$ cat src/rtl/ysyx_23060184_issue_pkg.sv
// Shared types and constants for the issue controller and its scoreboard.
package ysyx_23060184_issue_pkg;

  localparam int unsigned REG_ADDR_WIDTH = 5;
  localparam int unsigned ISSUE_ST_LENGTH = 2;

  typedef enum logic [ISSUE_ST_LENGTH-1:0] {
    ISSUE_ST_RUN   = 2'd0,
    ISSUE_ST_DRAIN = 2'd1,
    ISSUE_ST_SYS   = 2'd2
  } issue_state_t;

endpackage

$ cat src/rtl/ysyx_23060184_scoreboard.sv
// Per-register pending-write counters: two busy read ports, an rd saturation check,
// one increment port (issue) and one decrement port (retire). x0 is never tracked.
module ysyx_23060184_scoreboard
  import ysyx_23060184_issue_pkg::*;
#(
  parameter int unsigned MAX_INFLIGHT = 3,
  parameter int unsigned NREG         = 32,
  parameter int unsigned CNT_W        = 2
) (
  input  logic                      clk,
  input  logic                      rst,
  input  logic [REG_ADDR_WIDTH-1:0] rs1,
  input  logic [REG_ADDR_WIDTH-1:0] rs2,
  input  logic [REG_ADDR_WIDTH-1:0] rd,
  output logic                      rs1_busy,
  output logic                      rs2_busy,
  output logic                      rd_sat,
  input  logic                      inc_en,
  input  logic [REG_ADDR_WIDTH-1:0] inc_rd,
  input  logic                      dec_en,
  input  logic [REG_ADDR_WIDTH-1:0] dec_rd,
  output logic                      err
);

  logic [CNT_W-1:0] pend [NREG];
  logic [NREG-1:0]  inc_vec;
  logic [NREG-1:0]  dec_vec;

  function automatic logic tracked(input logic [REG_ADDR_WIDTH-1:0] addr);
    return (addr != '0) && (int'(addr) < int'(NREG));
  endfunction

  always_comb begin
    rs1_busy = tracked(rs1) && (pend[rs1] != '0);
    rs2_busy = tracked(rs2) && (pend[rs2] != '0);
    rd_sat   = tracked(rd) && (pend[rd] == CNT_W'(MAX_INFLIGHT));
    err      = dec_en && tracked(dec_rd) && (pend[dec_rd] == '0);
  end

  always_comb begin
    inc_vec = '0;
    dec_vec = '0;
    if (inc_en && tracked(inc_rd)) inc_vec[inc_rd] = 1'b1;
    if (dec_en && tracked(dec_rd)) dec_vec[dec_rd] = 1'b1;
  end

  // Matching inc/dec on one register cancel; a decrement at zero holds at zero.
  always_ff @(posedge clk or posedge rst) begin
    if (rst) begin
      for (int unsigned i = 0; i < NREG; i++) pend[i] <= '0;
    end else begin
      for (int unsigned i = 0; i < NREG; i++) begin
        if (inc_vec[i] && !dec_vec[i]) begin
          pend[i] <= pend[i] + CNT_W'(1);
        end else if (dec_vec[i] && !inc_vec[i] && (pend[i] != '0)) begin
          pend[i] <= pend[i] - CNT_W'(1);
        end
      end
    end
  end

endmodule

$ cat src/rtl/ysyx_23060184_issue_ctrl.sv
// Issue controller between IFU and EXU: valid/ready handshake, RAW/WAW-saturation
// stalls via the scoreboard, and serialisation of system instructions.
module ysyx_23060184_issue_ctrl
  import ysyx_23060184_issue_pkg::*;
#(
  parameter int unsigned MAX_INFLIGHT = 3,
  parameter int unsigned NREG         = 32,
  parameter int unsigned CNT_W        = 2
) (
  input  logic                       clk,
  input  logic                       rst,
  input  logic                       if_valid,
  output logic                       if_ready,
  input  logic [REG_ADDR_WIDTH-1:0]  rs1,
  input  logic [REG_ADDR_WIDTH-1:0]  rs2,
  input  logic [REG_ADDR_WIDTH-1:0]  rd,
  input  logic                       uses_rs1,
  input  logic                       uses_rs2,
  input  logic                       reg_write,
  input  logic                       is_system,
  output logic                       ex_valid,
  input  logic                       ex_ready,
  input  logic                       wb_valid,
  input  logic [REG_ADDR_WIDTH-1:0]  wb_rd,
  input  logic                       wb_reg_write,
  output logic [ISSUE_ST_LENGTH-1:0] state,
  output logic [CNT_W-1:0]           inflight,
  output logic [31:0]                stall_cycles,
  output logic                       sb_err
);

  issue_state_t state_q, state_d;
  logic         rs1_busy, rs2_busy, rd_sat, dec_err;
  logic         haz, full, idle, issue_req, transfer, retire_err;

  ysyx_23060184_scoreboard #(
    .MAX_INFLIGHT(MAX_INFLIGHT),
    .NREG        (NREG),
    .CNT_W       (CNT_W)
  ) u_scoreboard (
    .clk     (clk),
    .rst     (rst),
    .rs1     (rs1),
    .rs2     (rs2),
    .rd      (rd),
    .rs1_busy(rs1_busy),
    .rs2_busy(rs2_busy),
    .rd_sat  (rd_sat),
    .inc_en  (transfer && reg_write),
    .inc_rd  (rd),
    .dec_en  (wb_valid && wb_reg_write),
    .dec_rd  (wb_rd),
    .err     (dec_err)
  );

  always_comb begin
    haz  = (uses_rs1 && rs1_busy) || (uses_rs2 && rs2_busy) || (reg_write && rd_sat);
    full = (inflight == CNT_W'(MAX_INFLIGHT));
    idle = (inflight == '0);
  end

  always_ff @(posedge clk or posedge rst) begin
    if (rst) state_q <= ISSUE_ST_RUN;
    else     state_q <= state_d;
  end

  always_comb begin
    state_d   = state_q;
    issue_req = 1'b0;
    unique case (state_q)
      ISSUE_ST_RUN: begin
        if (if_valid && is_system) begin
          if (idle && !haz) begin
            issue_req = 1'b1;
            if (ex_ready) state_d = ISSUE_ST_SYS;
          end else begin
            state_d = ISSUE_ST_DRAIN;
          end
        end else begin
          issue_req = if_valid && !haz && !full;
        end
      end
      ISSUE_ST_DRAIN: begin
        issue_req = if_valid && idle;
        if (issue_req && ex_ready) state_d = ISSUE_ST_SYS;
        else if (!if_valid)        state_d = ISSUE_ST_RUN;
      end
      ISSUE_ST_SYS: begin
        if (wb_valid) state_d = ISSUE_ST_RUN;
      end
      default: state_d = ISSUE_ST_RUN;
    endcase
  end

  // Gated by rst so nothing is offered while the counters are being cleared.
  always_comb begin
    ex_valid   = issue_req && !rst;
    transfer   = ex_valid && ex_ready;
    if_ready   = transfer;
    retire_err = wb_valid && idle;
    state      = state_q;
  end

  always_ff @(posedge clk or posedge rst) begin
    if (rst) begin
      inflight     <= '0;
      stall_cycles <= '0;
      sb_err       <= 1'b0;
    end else begin
      if (transfer && !wb_valid)                inflight <= inflight + CNT_W'(1);
      else if (wb_valid && !transfer && !idle)  inflight <= inflight - CNT_W'(1);
      if (if_valid && !transfer && (stall_cycles != '1))
        stall_cycles <= stall_cycles + 32'd1;
      if (retire_err || dec_err) sb_err <= 1'b1;
    end
  end

endmodule

$ cat config.mk
export PLATFORM = sky130hd
export DESIGN_NAME = ysyx_23060184_issue_ctrl
export DESIGN_NICKNAME = d
export VERILOG_FILES = /design/src/rtl/ysyx_23060184_issue_pkg.sv /design/src/rtl/ysyx_23060184_scoreboard.sv /design/src/rtl/ysyx_23060184_issue_ctrl.sv
export SDC_FILE = /design/constraint.sdc
export NUM_CORES = 1
export LEC_CHECK = 0
export ABC_AREA = 1
export CORE_MARGIN = 1
export CORE_UTILIZATION = 58
export DETAILED_ROUTE_END_ITERATION = 8
export PLACE_DENSITY = 0.83
export SETUP_SLACK_MARGIN = 0.5
export SYNTH_ARGS = -nofsm -noshare
export SYNTH_HDL_FRONTEND = slang
export SYNTH_SLANG_ARGS = --single-unit
export TNS_END_PERCENT = 1
$ cat constraint.sdc
create_clock -name clk -period 6.6 [get_ports clk]
set_clock_uncertainty 0.05 [all_clocks]
set_input_delay 0.99 -clock clk [delete_from_list [all_inputs] [get_ports clk]]
set_output_delay 0.99 -clock clk [all_outputs]
set_load 0.02 [all_outputs]
Word-level counts from Yosys, hierarchy flattened
Cells that the tools add are included.
{"block": "word_totals", "regBits": 101, "latchBits": 0, "ramBits": 0, "mem_bits_ro": 0, "input_bits": 30, "out_inout_bits": 39, "memories": 0}
{"block": "classes", "add_sub_neg": 67, "mul": 0, "div_mod_pow": 0, "n_lt_le_gt_ge": 8, "eq_ne": 9, "n_shift": 0, "n_mux": 94, "bitwise": 4, "n_reduce_logical": 271}
{"op": "$mux W2", "count": 80}
{"op": "$reduce_bool A2 Y1", "count": 67}
{"op": "$logic_and A1 B1 Y1", "count": 123}
{"op": "$logic_not A1 Y1", "count": 70}
{"op": "$add A2 B1 Y2 const B", "count": 33}
{"op": "$sub A2 B1 Y2 const B", "count": 33}
{"op": "$mux W32", "count": 2}
{"op": "$bmux W2 S5", "count": 4}
{"op": "$add A32 B1 Y32 const B", "count": 1}
{"op": "$ne A32 B32 Y1 const B", "count": 1}
{"op": "$ge A6 B6 Y1 const B", "count": 4}
{"op": "$not A5 Y6", "count": 4}
{"op": "$reduce_bool A5 Y1", "count": 4}
{"op": "$lt A5 B6 Y1 const B", "count": 2}
{"op": "$demux W1 S5", "count": 2}
{"op": "$ge A5 B1 Y1 const B", "count": 2}
{"op": "$eq A2 B2 Y1 const B", "count": 3}
{"op": "$logic_not A2 Y1", "count": 3}
{"op": "$ne A3 B3 Y1 const B", "count": 2}
{"op": "$pmux W2 S3", "count": 1}
{"op": "$mux W1", "count": 4}
{"op": "$ne A2 B2 Y1 const B", "count": 2}
{"op": "$reduce_and A4 Y1", "count": 1}
{"op": "$logic_or A1 B1 Y1", "count": 3}
{"op": "other kinds (2)", "count": 2}

Logic depth before layout (Yosys ltp)
{"block": "logic_depth", "word_depth": 24, "depth_mapped": 22}

By module
From an unflattened synthesis, not the netlist that was laid out.
{"block": "hier_totals", "cells_unflattened": 1188, "area_unflattened_um2": 7686.1}
{"module": "ysyx_23060184_scoreboard", "instances": 1, "cells_per_inst": 812, "area_per_inst_um2": 5186.2, "seq_area_each_um2": 1601.5}
{"module": "ysyx_23060184_issue_ctrl", "instances": 1, "cells_per_inst": 376, "area_per_inst_um2": 2499.9, "seq_area_each_um2": 925.9}

Least setup slack after synthesis
Ideal clock, no wire load.
{"block": "synth_timing", "path_type": "in2out", "from": "input port rst", "to": "output port if_ready", "arrival_time_ns": 3.760, "required_time_ns": 5.560, "setup_slack_ns": 1.800, "path_stages": 3, "cell_sequence": "inv_1 -> nand3_2 -> inv_2"}
{"block": "synth_via", "elab_chain_len": 3}
{"element": "from (decl)", "line_no": "ysyx_23060184_issue_ctrl.sv:11", "rtl": "input logic rst,"}
{"element": "$logic_not A1 Y1 (no line)"}
{"element": "$logic_and A1 B1 Y1", "line_no": "ysyx_23060184_issue_ctrl.sv:97", "rtl": "ex_valid = issue_req && !rst;"}
{"element": "$logic_and A1 B1 Y1", "line_no": "ysyx_23060184_issue_ctrl.sv:98", "rtl": "transfer = ex_valid && ex_ready;"}
{"element": "to (decl)", "line_no": "ysyx_23060184_issue_ctrl.sv:13", "rtl": "output logic if_ready,"}
Every way passes these cells.

Worst setup path in the final report
{"block": "layout_timing", "from": "input port rd[0]", "to": "output port if_ready"}
{"block": "layout_via", "elab_chain_len": 15, "elab_cells_between_ends": 18, "cone_classes": "eq/ne (1); mux (6); bitwise (1); reduce/logical (10)"}
{"element": "from (decl)", "line_no": "ysyx_23060184_issue_ctrl.sv:16", "rtl": "input logic [REG_ADDR_WIDTH-1:0] rd,"}
{"element": "$not A5 Y6 (not written as such)", "line_no": "ysyx_23060184_scoreboard.sv:36", "rtl": "rd_sat = tracked(rd) && (pend[rd] == CNT_W'(MAX_INFLIGHT));"}
{"element": "$bmux W2 S5", "line_no": "ysyx_23060184_scoreboard.sv:36"}
{"element": "$mux W2 (not written as such) (2 in a row)", "line_no": "ysyx_23060184_scoreboard.sv:36"}
{"element": "$eq A2 B2 Y1", "line_no": "ysyx_23060184_scoreboard.sv:36"}
{"element": "$logic_and A1 B1 Y1 (*)", "line_no": "ysyx_23060184_scoreboard.sv:36"}
{"element": "$logic_and A1 B1 Y1 (*)", "line_no": "ysyx_23060184_issue_ctrl.sv:57", "rtl": "haz = (uses_rs1 && rs1_busy) || (uses_rs2 && rs2_busy) || (reg_write && rd_sat);"}
{"element": "$logic_or A1 B1 Y1 (*)", "line_no": "ysyx_23060184_issue_ctrl.sv:57"}
{"element": "$logic_not A1 Y1 (*)", "line_no": "ysyx_23060184_issue_ctrl.sv:73, ysyx_23060184_issue_ctrl.sv:80"}
{"element": "$logic_and A1 B1 Y1 (on tied branches)", "line_no": "ysyx_23060184_issue_ctrl.sv:73, ysyx_23060184_issue_ctrl.sv:80"}
{"element": "$mux W1 / $logic_and A1 B1 Y1 (equally long branches)", "line_no": "ysyx_23060184_issue_ctrl.sv:73, ysyx_23060184_issue_ctrl.sv:80"}
{"element": "$mux W1 (*)", "line_no": "ysyx_23060184_issue_ctrl.sv:72", "rtl": "if (if_valid && is_system) begin"}
{"element": "$pmux W1 S2 (*)", "line_no": "ysyx_23060184_issue_ctrl.sv:70", "rtl": "unique case (state_q)"}
{"element": "$logic_and A1 B1 Y1 (*)", "line_no": "ysyx_23060184_issue_ctrl.sv:97"}
{"element": "$logic_and A1 B1 Y1 (*)", "line_no": "ysyx_23060184_issue_ctrl.sv:98"}
Every way passes the cells marked *; elsewhere a longest branch is shown, timed or not. The select of a mux whose other input is x is not followed.

==> flow_summary.toml <==
[run_status]
status = "complete, no violations"

[route]
drt_iter0_markers = 1093
drc = 0
drt-pass1-iter-count = 6
via_per_inst = 5.87
final_antenna_net_count = 0
num_vias = 9133
routed_wirelength_mm = 26.6
detail_route.wl_per_cell_um = 17.1

[floorplanning]
rows = 42
die_h_um = 120
pin_count = 69
die-area_sq_mm = 0.0144
core-area_sq_mm = 0.0134
die_x_um = 120
start_util_pct = 60.3

[global_routing]
grt_pass1_wl_mm = 42.5
grt_pass1_vias = 8257
antenna_found_initial = 0
grtUsageTotal_pct = 37.9
gr-total-overflow = 0
grt_max_degree = 56

[setup_path]
cpMostUsedCell = "nand2_1"
slowest_stage = "clkdlybuf4s50_1"
slowest_delay_ns = 0.80
r2r-end = "u_scoreboard.pend[10]"
path_max_fanout = 21
endpoint_kind = "output pin"
cp.arrival_ns = 4.34
critPathRequiredTime_ns = 5.56
critPathKind = "primary input to output pin"
r2r-start = "u_scoreboard.pend[9]"
cp-start-kind = "primary input"
r2r_slack_ns = 3.06
cp_cell_sequence = "clkdlybuf4s50_1 > buf_4 > nand2_2 > inv_1 > nand2_1 > nand3_1 > nand2_1 > nand2_1 > nor2_1 > nand2_1 > nand3_1 > nand4_1 > nand2_2 > nand3_2 > inv_2 > clkdlybuf4s50_1"
r2r_cells = 18

[place]
io_buffers = 68
hpwl_mm = 19.9
gp_congestion = 1.07

[timing]
rsz0062_at_grt = "false"
setup-tns-final_ns = 0
worst_pin_slew_ns = 0.901
finalMaxSlewViolations = 0
period_needed_ns = 5.38
fmax_ghz = 0.186
fin_crit_sh_pct = 81.5
maxSlewHeadroom_pct = 39.8
setup_viol = 0
hold-worst-slack_ns = 0.334
final_hold_viol_count = 0

[min_path]
hold_depth = 0
holdCritStartpoint = "u_scoreboard.pend[63]"
hp-class = "register to register"
holdPathEnd = "u_scoreboard.pend[63]"

[clock_network]
cts_root_buf = "clkbuf_16"
cts_made_buffers = 9
path_clk_slew_ns = 0.07
cts.sink_count = 101
cts_hold_buf = 0
htreeDepth = 3
max-clock-path-buffers = 2
cts-resized-gates = 0
cts_tree = "built"
clock_latency_ns = 0.36
cts_setup_buffers = 0

[layout]
area_growth_pct = 13.8
multiInputGateArea_sq_mm = 0.00475
regArea_sq_mm = 0.00253
nets = 1407
fillers = 1218
drive_gt1_share_pct = 4.85
diodes = 0

[synthesis]
synth_fp_nets = 1352
synth_top_cell_by_area = "dfrtp_1"
synth_top_area_share_pct = 31.3
avgSynthCellArea_sq_um = 6.12
yosysSeqAreaShare_pct = 31.3
syn_area_sq_mm = 0.00808
synthTopCellsByArea = "dfrtp_1, nand2_1, nand3_1"
yosys_register_bits = 101
yosysUniqueCellTypes = 41
syn_inst = 1321
yosysWarnings = 0

[power]
irDropWorstVdd_mv = 0.154
power_density_mw_per_mm2 = 218
p_leak_nw = 4.27

[run]
maxCapViolCount = 0
-- cell usage after synthesis --
cell type,n
nand2_1,437
inv_1,162
nor2_1,148
nand3_1,147
dfrtp_1,101
nand4_1,61
o21ai_0,49
a21oi_1,33
nor3_1,31
clkbuf_1,15
xnor2_1,13
xor2_1,13
or2_2,12
buf_2,11
nor2_2,8
nor4_1,8
or2_0,8
inv_2,7
nor2_4,7
a21o_1,5
o22ai_1,5
buf_4,4
nand3b_1,4
o2111ai_1,4
o21ai_1,4
buf_6,3
nor3_2,3
and2_1,2
nand2_2,2
o211ai_1,2
or2_1,2
a211oi_1,1
a22oi_1,1
ha_1,1
nand3_2,1
nand4_4,1
o21bai_1,1
o221ai_1,1
o22a_1,1
o41ai_1,1
or4_1,1
-- placed cells by master, fill, tap and decap left out, types with 2 or more instances in the layout --
cell and n:
nor2_4 7, o22ai_1 5, nor3_1 31, nand2_2 2, nand3b_1 4, nor2_1 148, dfrtp_1 101, inv_2 7
o21ai_1 4, or2_0 8, nor2_2 8, clkbuf_8 2, nand4_1 61, o2111ai_1 4, clkdlybuf4s50_1 68, a21oi_1 33
or2_1 2, buf_4 9, and2_1 2, xnor2_1 13, nor3_2 3, or2_2 12, nand2_1 437, a21o_1 5
o211ai_1 2, inv_1 161, nor4_1 8, o21ai_0 49, xor2_1 13, nand3_1 147, clkbuf_16 9
-- through the flow --
stage	cells	util [%]	cell area, sq um	setup WS [ns]	total power [W]
detailed placement	1541	66.3	8880	1.31	0.00142
floorplan	1321	-	8080	1.80	0.00119
CTS	1557	68.6	9200	1.30	0.00200
global route	1557	68.6	9200	1.02	0.00210
global placement	1541	66.3	8880	1.40	0.00141
finish	1557	68.6	9200	1.22	0.00201
-- worst max-delay path, delay by kind of cell --
kind	cells	cell delay (ns)
AND/OR/NAND/NOR	11	1.28
buffers and inverters	5	2.07
-- metal layers --
metal,share of wire [%],global-route usage (%),vias up
li1,-,-,4389
met1,43,52.8,4212
met2,44,58.1,465
met3,11,7.41,67
met4,2.8,14.1,0
met5,0,0,-
-- power by group --
part | internal, W | switching (W) | leakage [nW] | total [W]
Sequential | 0.000703 | 0.000125 | 1.33 | 0.000828
Combinational | 0.000209 | 0.000396 | 2.78 | 0.000605
Clock | 0.000320 | 0.000256 | 0.154 | 0.000576
-- state kept, by name (all words and copies together) (netlist names) --
| name | flops |
|---|---|
| inflight | 2 |
| sb_err | 1 |
| stall_cycles | 32 |
| state | 2 |
| u_scoreboard.pend | 64 |
-- area by class of cell --
type	count	area share (%)
Sequential cell	101	27.5
Inverter	169	6.92
Tap cell	176	2.39
Clock buffer	11	2.75
Multi-Input combinational cell	1018	51.6
Timing Repair Buffer	77	8.13
Clock inverter	5	0.721
-- logic make-up after synthesis --
kind of cell / synth area share, %
AND/OR/NAND/NOR: 48.4
adder cells (fa/ha/maj): 0.155
XOR/XNOR: 2.82
buffers and inverters: 10.0
flip-flops: 31.3
AO/OA/AOI/OAI: 7.40
-- how the worst max path moves through the flow --
stage	start	to	cells past startpoint
global placement	rd[0]	if_ready	16
CTS	rd[0]	if_ready	16
detailed placement	rd[0]	if_ready	16
finish	rd[0]	if_ready	16
floorplan	rst	if_ready	3
global route	rd[0]	if_ready	16
No activity file was read; power rests on OpenSTA's default activity.
